===== src/rtl/eth_payload_byte_reader.sv =====
// eth_payload_byte_reader
// Reads ceil(len/4) 32-bit words from a prefetch FIFO and streams the
// packet payload out as bytes, most significant byte of each word first.
// Unused low bytes of a partial final word are dropped so every packet
// begins on a fresh word.
//
// Optional feature: define ETH_MIN_PAYLOAD_PAD_EN to append 8'h00 pad
// bytes after short packets (len < MIN_LEN) up to MIN_LEN bytes total.
//
// Handshakes (valid/ready): a FIFO pop happens on a cycle where
// fifo_rd_vld & fifo_rd_en; a byte transfers on a cycle where
// byte_vld & byte_rdy. Once byte_vld rises, byte_data/byte_sop/byte_eop
// hold steady until that byte transfers.
module eth_payload_byte_reader #(
  parameter int LEN_W   = 16,
  parameter int MIN_LEN = 46
) (
  input  logic             clk,
  input  logic             rst_n,
  input  logic             start,
  input  logic [LEN_W-1:0] len,
  output logic             busy,
  input  logic             fifo_rd_vld,
  input  logic [31:0]      fifo_rd_data,
  output logic             fifo_rd_en,
  output logic [7:0]       byte_data,
  output logic             byte_vld,
  input  logic             byte_rdy,
  output logic             byte_sop,
  output logic             byte_eop,
  output logic [1:0]       o_dbg_state
);

`ifdef ETH_MIN_PAYLOAD_PAD_EN
  localparam bit PAD_EN = 1'b1;
`else
  localparam bit PAD_EN = 1'b0;
`endif

  typedef enum logic [1:0] {
    S_IDLE = 2'd0,
`ifdef ETH_MIN_PAYLOAD_PAD_EN
    S_PAD  = 2'd2,
`endif
    S_RUN  = 2'd1
  } state_t;

  state_t           r_state;
  state_t           w_next_state;

  logic [LEN_W-1:0] r_len;        // latched packet length
  logic [LEN_W-1:0] r_load_left;  // payload bytes not yet popped from the FIFO
  logic [LEN_W-1:0] r_bytes_left; // payload bytes not yet transferred
  logic [31:0]      r_word;       // hold register
  logic [1:0]       r_idx;        // next byte to emit from r_word
  logic [1:0]       r_last_idx;   // last used byte in r_word
  logic             r_hold_vld;   // r_word still has bytes to emit
  logic             r_sop_pend;   // first byte of the packet not yet transferred

  logic             w_start_ok;
  logic             w_in_pad;
  logic             w_pad_last;
  logic             w_hold_xfer;
  logic             w_xfer;
  logic             w_last_in_word;
  logic             w_data_last;
  logic             w_short;
  logic             w_data_eop;
  logic             w_pop;
  logic [2:0]       w_word_bytes;
  logic [7:0]       w_byte_sel;

`ifdef ETH_MIN_PAYLOAD_PAD_EN
  logic [LEN_W-1:0] r_pad_left;   // pad bytes still to emit
  assign w_in_pad   = (r_state == S_PAD);
  assign w_pad_last = (r_pad_left == LEN_W'(1));
`else
  assign w_in_pad   = 1'b0;
  assign w_pad_last = 1'b0;
`endif

  assign w_start_ok     = start && (r_state == S_IDLE) && (len != '0);
  assign w_hold_xfer    = r_hold_vld && byte_rdy;
  assign w_xfer         = byte_vld && byte_rdy;
  assign w_last_in_word = (r_idx == r_last_idx);
  assign w_data_last    = (r_bytes_left == LEN_W'(1));
  assign w_short        = (r_len < LEN_W'(MIN_LEN));
  // When padding follows, the last data byte is not the end of the frame.
  assign w_data_eop     = w_data_last && !(PAD_EN && w_short);

  // Refill the hold register when it is empty or emptying this cycle.
  assign fifo_rd_en = (r_state == S_RUN) && (r_load_left != '0) &&
                      (!r_hold_vld || (w_hold_xfer && w_last_in_word));
  assign w_pop      = fifo_rd_en && fifo_rd_vld;

  // Used bytes in the word being popped: 4, or the remainder for the tail.
  assign w_word_bytes = (r_load_left >= LEN_W'(4)) ? 3'd4 : {1'b0, r_load_left[1:0]};

  assign busy        = (r_state != S_IDLE);
  assign byte_vld    = r_hold_vld || w_in_pad;
  assign byte_sop    = byte_vld && r_sop_pend;
  assign byte_eop    = (r_hold_vld && w_data_eop) || (w_in_pad && w_pad_last);
  assign o_dbg_state = r_state;

  // Select the current byte of the hold register, big-endian order.
  always_comb begin
    w_byte_sel = 8'h00;
    case (r_idx)
      2'd0:    w_byte_sel = r_word[31:24];
      2'd1:    w_byte_sel = r_word[23:16];
      2'd2:    w_byte_sel = r_word[15:8];
      default: w_byte_sel = r_word[7:0];
    endcase
    byte_data = w_in_pad ? 8'h00 : w_byte_sel;
  end

  // State register.
  always_ff @(posedge clk or negedge rst_n) begin
    if (!rst_n) r_state <= S_IDLE;
    else        r_state <= w_next_state;
  end

  // Next-state logic: leave RUN when the last data byte transfers.
  always_comb begin
    w_next_state = r_state;
    case (r_state)
      S_IDLE: if (w_start_ok) w_next_state = S_RUN;
      S_RUN: begin
        if (w_hold_xfer && w_data_last) begin
`ifdef ETH_MIN_PAYLOAD_PAD_EN
          w_next_state = w_short ? S_PAD : S_IDLE;
`else
          w_next_state = S_IDLE;
`endif
        end
      end
`ifdef ETH_MIN_PAYLOAD_PAD_EN
      S_PAD: if (w_xfer && w_pad_last) w_next_state = S_IDLE;
`endif
      default: w_next_state = S_IDLE;
    endcase
  end

  // Packet counters, hold register and byte index.
  always_ff @(posedge clk or negedge rst_n) begin
    if (!rst_n) begin
      r_len        <= '0;
      r_load_left  <= '0;
      r_bytes_left <= '0;
      r_word       <= '0;
      r_idx        <= '0;
      r_last_idx   <= '0;
      r_hold_vld   <= 1'b0;
      r_sop_pend   <= 1'b0;
    end else if (w_start_ok) begin
      r_len        <= len;
      r_load_left  <= len;
      r_bytes_left <= len;
      r_idx        <= '0;
      r_hold_vld   <= 1'b0;
      r_sop_pend   <= 1'b1;
    end else begin
      if (w_pop) begin
        r_load_left <= r_load_left - LEN_W'(w_word_bytes);
        r_word      <= fifo_rd_data;
        r_idx       <= 2'd0;
        r_last_idx  <= w_word_bytes[1:0] - 2'd1;
        r_hold_vld  <= 1'b1;
      end else if (w_hold_xfer) begin
        if (w_last_in_word) r_hold_vld <= 1'b0;
        else                r_idx      <= r_idx + 2'd1;
      end
      if (w_hold_xfer) r_bytes_left <= r_bytes_left - LEN_W'(1);
      if (w_xfer)      r_sop_pend   <= 1'b0;
    end
  end

`ifdef ETH_MIN_PAYLOAD_PAD_EN
  // Pad byte counter, loaded at start and counted down in PAD.
  always_ff @(posedge clk or negedge rst_n) begin
    if (!rst_n)                   r_pad_left <= '0;
    else if (w_start_ok)          r_pad_left <= LEN_W'(MIN_LEN) - len;
    else if (w_in_pad && w_xfer)  r_pad_left <= r_pad_left - LEN_W'(1);
  end
`endif

endmodule


===== config.mk =====
export PLATFORM = sky130hd
export DESIGN_NAME = eth_payload_byte_reader
export DESIGN_NICKNAME = d
export VERILOG_FILES = /design/src/rtl/eth_payload_byte_reader.sv
export SDC_FILE = /design/constraint.sdc
export NUM_CORES = 1
export LEC_CHECK = 0
export ABC_AREA = 1
export CORE_ASPECT_RATIO = 1.4
export CORE_MARGIN = 4
export CORE_UTILIZATION = 54
export DETAILED_ROUTE_END_ITERATION = 16
export PLACE_DENSITY = 0.8
export SKIP_CTS_REPAIR_TIMING = 1
export SYNTH_ARGS = -nofsm -noshare
export SYNTH_HDL_FRONTEND = slang
export SYNTH_SLANG_ARGS = --single-unit

===== constraint.sdc =====
create_clock -name clk -period 2.4 [get_ports clk]
set_input_delay 0.48 -clock clk [delete_from_list [all_inputs] [get_ports clk]]
set_output_delay 0.48 -clock clk [all_outputs]
set_load 0.02 [all_outputs]

* Word level (Yosys, flattened, before mapping) *
Index checks and enable logic that the tools add are counted.

operators by class
  add/subtract/negate cells = 4
  order comparisons = 1
  equality and inequality tests = 8
  mux-type cells = 19
  bitwise gates (word level) = 1
  reductions and logical operators = 25

operators by type and width
  operator                                                                number
  16-bit 2-to-1 mux                                                       4
  16-bit nonzero test                                                     2
  8-bit case mux with 3 select lines                                      1
  16-bit by 1-bit equality test with 1-bit output, second input constant  1
  16-bit by 3-bit >= comparator with 1-bit output, second input constant  1
  16-bit by 1-bit subtractor with 16-bit output, second input constant    1
  16-bit by 3-bit subtractor with 16-bit output                           1
  2-bit 2-to-1 mux                                                        6
  1-bit logical AND                                                       10
  2-bit AND reduction                                                     4
  1-bit 2-to-1 mux                                                        6
  2-bit nonzero test                                                      3
  3-bit nonzero test                                                      2
  2-bit by 1-bit equality test with 1-bit output, second input constant   2
  2-bit logical NOT                                                       2
  2-bit case mux with 2 select lines                                      1
  3-bit 2-to-1 mux                                                        1
  3-bit by 2-bit != test with 1-bit output, second input constant         1
  2-bit by 1-bit adder with 2-bit output, second input constant           1
  2-bit equality test                                                     1
  2-bit equality test, second input constant                              1
  2-bit by 1-bit != test with 1-bit output, second input constant         1
  2-bit != test, second input constant                                    1
  2-bit by 1-bit subtractor with 2-bit output, second input constant      1
  other kinds (3)                                                         3

storage, ports and cells
  register bits after elaboration = 72
  input port bits = 53
  output and inout bits = 15
  word-level logic and storage cells = 66

* Longest topological paths before layout *
  word-level depth = 7
  mapped depth = 17

* Worst setup path before layout *
Ideal clock, no wire load.

  kind = reg2reg
  start point = register r_load_left[9]
  end point = register r_load_left[13]
  library setup time = 116 ps
  arrival time = 2004 ps
  slack = 279 ps
  cell stages (with the launch flop) = 17
  buffers on the path = 0
  period minus slack after synthesis = 2121 ps
  path through = dfrtp_1 -> nor2_2 -> nand2_1 -> nor2_2 -> nand2_1 -> inv_1 -> ha_1 -> nor2_1 -> nand2_1 -> nor2_1 -> nand2_1 -> nand2_1 -> nand2_1 -> nand2_1 -> nand2_1 -> nand2_1 -> nand2_1

on the way
  longest elaborated chain between the ends = 5
  elaborated cells between the ends (all ways) = 10
  those cells by class = add/sub: 1; order compare: 1; mux: 3; reduce/logical: 5

ends and longest elaborated chain
  element                                                                                 line     RTL
  start: declaration                                                                      52       logic [LEN_W-1:0] r_load_left;
  start signal: assignment                                                                157      r_load_left <= len;
  start signal: assignment                                                                164      r_load_left <= r_load_left - LEN_W'(w_word_bytes);
  16-bit by 3-bit >= comparator with 1-bit output or 16-bit nonzero test (tied branches)  97, 92
  3-bit 2-to-1 mux or 1-bit logical AND (tied branches)                                   97, 92
  16-bit by 3-bit subtractor with 16-bit output or 1-bit logical AND (tied branches)      164, 92
  16-bit 2-to-1 mux or 1-bit logical AND (tied branches)                                  163, 94
  16-bit 2-to-1 mux or 2-bit nonzero test (tied branches)                                 --

Parallel ways exist; a longest one is shown, timed or not. The select of a mux whose other input is x is not followed.
A chain may end at the register's enable or synchronous reset.

* Final worst setup path *
  start point = register r_idx[1]
  end point = output port byte_data[5]

on the way
  longest elaborated chain between the ends = 2
  elaborated cells between the ends (all ways) = 4
  those cells by class = eq/ne: 2; mux: 1; reduce/logical: 1

ends and longest elaborated chain
  element                                            line  RTL
  start: declaration                                 55    logic [1:0] r_idx;
  start signal: assignment                           171   else r_idx <= r_idx + 2'd1;
  2-bit equality test, or another cell as far along  108   case (r_idx)
  8-bit case mux with 3 select lines *               108
  end: declaration                                   26    output logic [7:0] byte_data,

Mark *: on every way between the ends. The rest lies on a longest branch, timed or not.

==> metrics.yaml <==
status:
  status: "complete, no violations"
clocking:
  cts_tree: "built"
  cts_buffers: 9
  cts_root_buffer: "clkbuf_8"
  clk_latency_ps: 350
  h-tree-depth: 3
  cts_sinks: 71
  clk_pin_slew_ps: 70
  cts.path.max_buffers: 2
placement:
  place_hpwl_mm: 8.20
  place_congestion: 0.923
  io_buffers: 66
  place_inst: 751
worst_setup_path:
  critical_path_arrival_ps: 1840
  cp-start-kind: "flop"
  rrSetupSlack_ps: 160
  path_class: "reg -> out"
  worstPathRequired_ps: 1920
  endpoint_kind: "output pin"
  critical_path.max_fanout: 8
final_layout:
  fill_cells: 628
  nets: 728
  final_cell_mix: "nand2_1, dfrtp_1, inv_1"
  drive_gt1_share_pct: 12.8
  stdcell_count: 772
  area_growth_pct: 26.5
  diodes: 0
  final_common_cell: "nand2_1"
route:
  drc: 0
  drt_first_pass_iters: 5
  drt-total-wl_mm: 11.0
  viasPerCell: 5.22
  antenna_left: 0
  vias: 4026
  wl_per_cell_microns: 14.2
  drt-initial-drc-count: 182
logic_synthesis:
  synthMuxAreaShare_pct: 0
  seq_area_frac_synth_pct: 41.9
  yosys.area_share.simple_pct: 32.3
  avgSynthCellArea_sq_um: 7.25
  synth_xor_area_share_pct: 3.92
  netlist.top_cell.by_area: "dfrtp_1"
  ys_types: 33
  yosysWarnings: 0
  synth_area_sq_um: 4240
  yosys-top-cells-area: "dfrtp_1, nand2_1, nor2_1, inv_1, nand3_1"
  synthAdderAreaFrac_pct: 2.36
  synth_compound_area_share_pct: 10.2
  synth_top_family_by_area: "simple AND/OR/NAND/NOR gates"
  syn-instance-count: 585
  synth-seq-cells: 71
  yosys.area.top_type_share_pct: 41.9
timing:
  skew_ps: 9.14
  slew_violations: 0
  hold_viol: 0
  slew_headroom_pct: 59.6
  tns_ps: 0
  setup_viol: 0
  fmax_ghz: 0.432
  tightest_slew_ps: 605
  layout_worst_path_cycle_share_pct: 96.5
  min_period_ps: 2320
global_route:
  grt_start_max_net_pins: 72
  grt_first_pass_wirelength_mm: 18.1
  track_usage_pct: 23.8
  antenna_found_initial: 0
  grt_pass1_vias: 4084
  gr-total-overflow: 0
floorplan:
  coreArea_sq_um: 7700
  die_h_microns: 113
  dieArea_sq_um: 9360
  start_util_pct: 55.1
  die_x_microns: 82.9
  num_rows: 38
  ios: 68
power_and_ir_drop:
  ir_worst_vdd_mv: 0.700
  powerDensity_nw_per_um2: 1240
  power.leakage_nw: 2.83
job:
  maxCapViolations: 0
hold_path:
  min_path_type: "in -> async"
## report_power, final
part / switching [mW] / total, mW / internal, mW / leakage (nW)
clock network: 0.435 / 0.943 / 0.508 / 0.0936
registers: 0.500 / 2.24 / 1.74 / 0.881
logic: 2.00 / 3.47 / 1.47 / 1.86
## metal layers
layer / GRT usage [%] / wire length (microns) / share of wire (%)
met5: 0 / 0 / 0
met4: 12.0 / 422 / 3.8
met3: 3.86 / 558 / 5.1
met1: 25.6 / 4230 / 39
met2: 44.8 / 5770 / 53
## path summary, 6_finish.rpt
kind | from | endpoint | cells after the start
worst max-delay path | r_idx[1]$_DFFE_PN0P_ | byte_data[5] | 6
worst min-delay path | rst_n | r_word[20]$_DFFE_PN0P_ | 2
worst max register to register | r_load_left[10]$_DFFE_PN0P_ | r_load_left[9]$_DFFE_PN0P_ | 16
worst min register to register | r_word[8]$_DFFE_PN0P_ | r_word[8]$_DFFE_PN0P_ | 2
max in group asynchronous | rst_n | r_idx[1]$_DFFE_PN0P_ | 2
min in group clk | r_word[8]$_DFFE_PN0P_ | r_word[8]$_DFFE_PN0P_ | 2
## flip-flops by register name (all words and copies together) (netlist names)
register and cells:
r_load_left 16, r_bytes_left 16, byte_vld 1, r_idx 2
r_last_idx 2, r_word 32, o_dbg_state 1, r_sop_pend 1
## through the flow
| stage | total power [mW] | utilization, % | instance area, sq um | hold slack, ps | worst slack [ps] |
|---|---|---|---|---|---|
| global placement | 5.46 | 65.7 | 5060 | 464 | 42.7 |
| finish | 6.65 | 69.7 | 5370 | 155 | 83.3 |
| global route | 7.22 | 69.7 | 5370 | 194 | -4.98 |
| floorplan | 4.44 | - | 4250 | 184 | 279 |
| detailed placement | 5.57 | 65.7 | 5060 | 473 | -62.5 |
| CTS | 6.53 | 68.2 | 5250 | 164 | -437 |
## cells in the mapped netlist (all sizes together)
| master | count |
|---|---|
| o21ai | 44 |
| nor3 | 2 |
| inv | 60 |
| nor2 | 66 |
| nand3b | 5 |
| xnor2 | 8 |
| xor2 | 11 |
| nand4 | 3 |
| a21oi | 10 |
| nor4 | 2 |
| and3 | 1 |
| conb | 1 |
| nand3 | 45 |
| clkbuf | 8 |
| nand2 | 209 |
| a22o | 8 |
| o211ai | 5 |
| clkinv | 1 |
| and2 | 1 |
| dfrtp | 71 |
| ha | 8 |
| buf | 16 |
## area by class of cell
type	count	area, sq um	share of cell area, %
multi-input combinational	430	2150	40.0
sequential	71	1780	33.2
timing repair buffer	94	893	16.6
inverter	61	229	4.26
clock buffer	13	149	2.77
tap	100	125	2.33
clock inverter	3	42.5	0.792
## cells by family after synthesis
logic type                 count (synthesis)
buffers and inverters                     85
DFF                                       71
other                                      1
and+or+nand+nor                          334
xor gates and xnor gates                  19
adders and majority gates                  8
AOI/OAI and AO/OA                         67
## critical path, cell delays in order, from the launching register on
cell	delay [ps]
dfrtp_2	440
inv_1	90
ha_2	270
a22o_1	200
a21oi_1	60
o21ai_0	220
clkbuf_2	210
(Power assumes the default switching activity.)
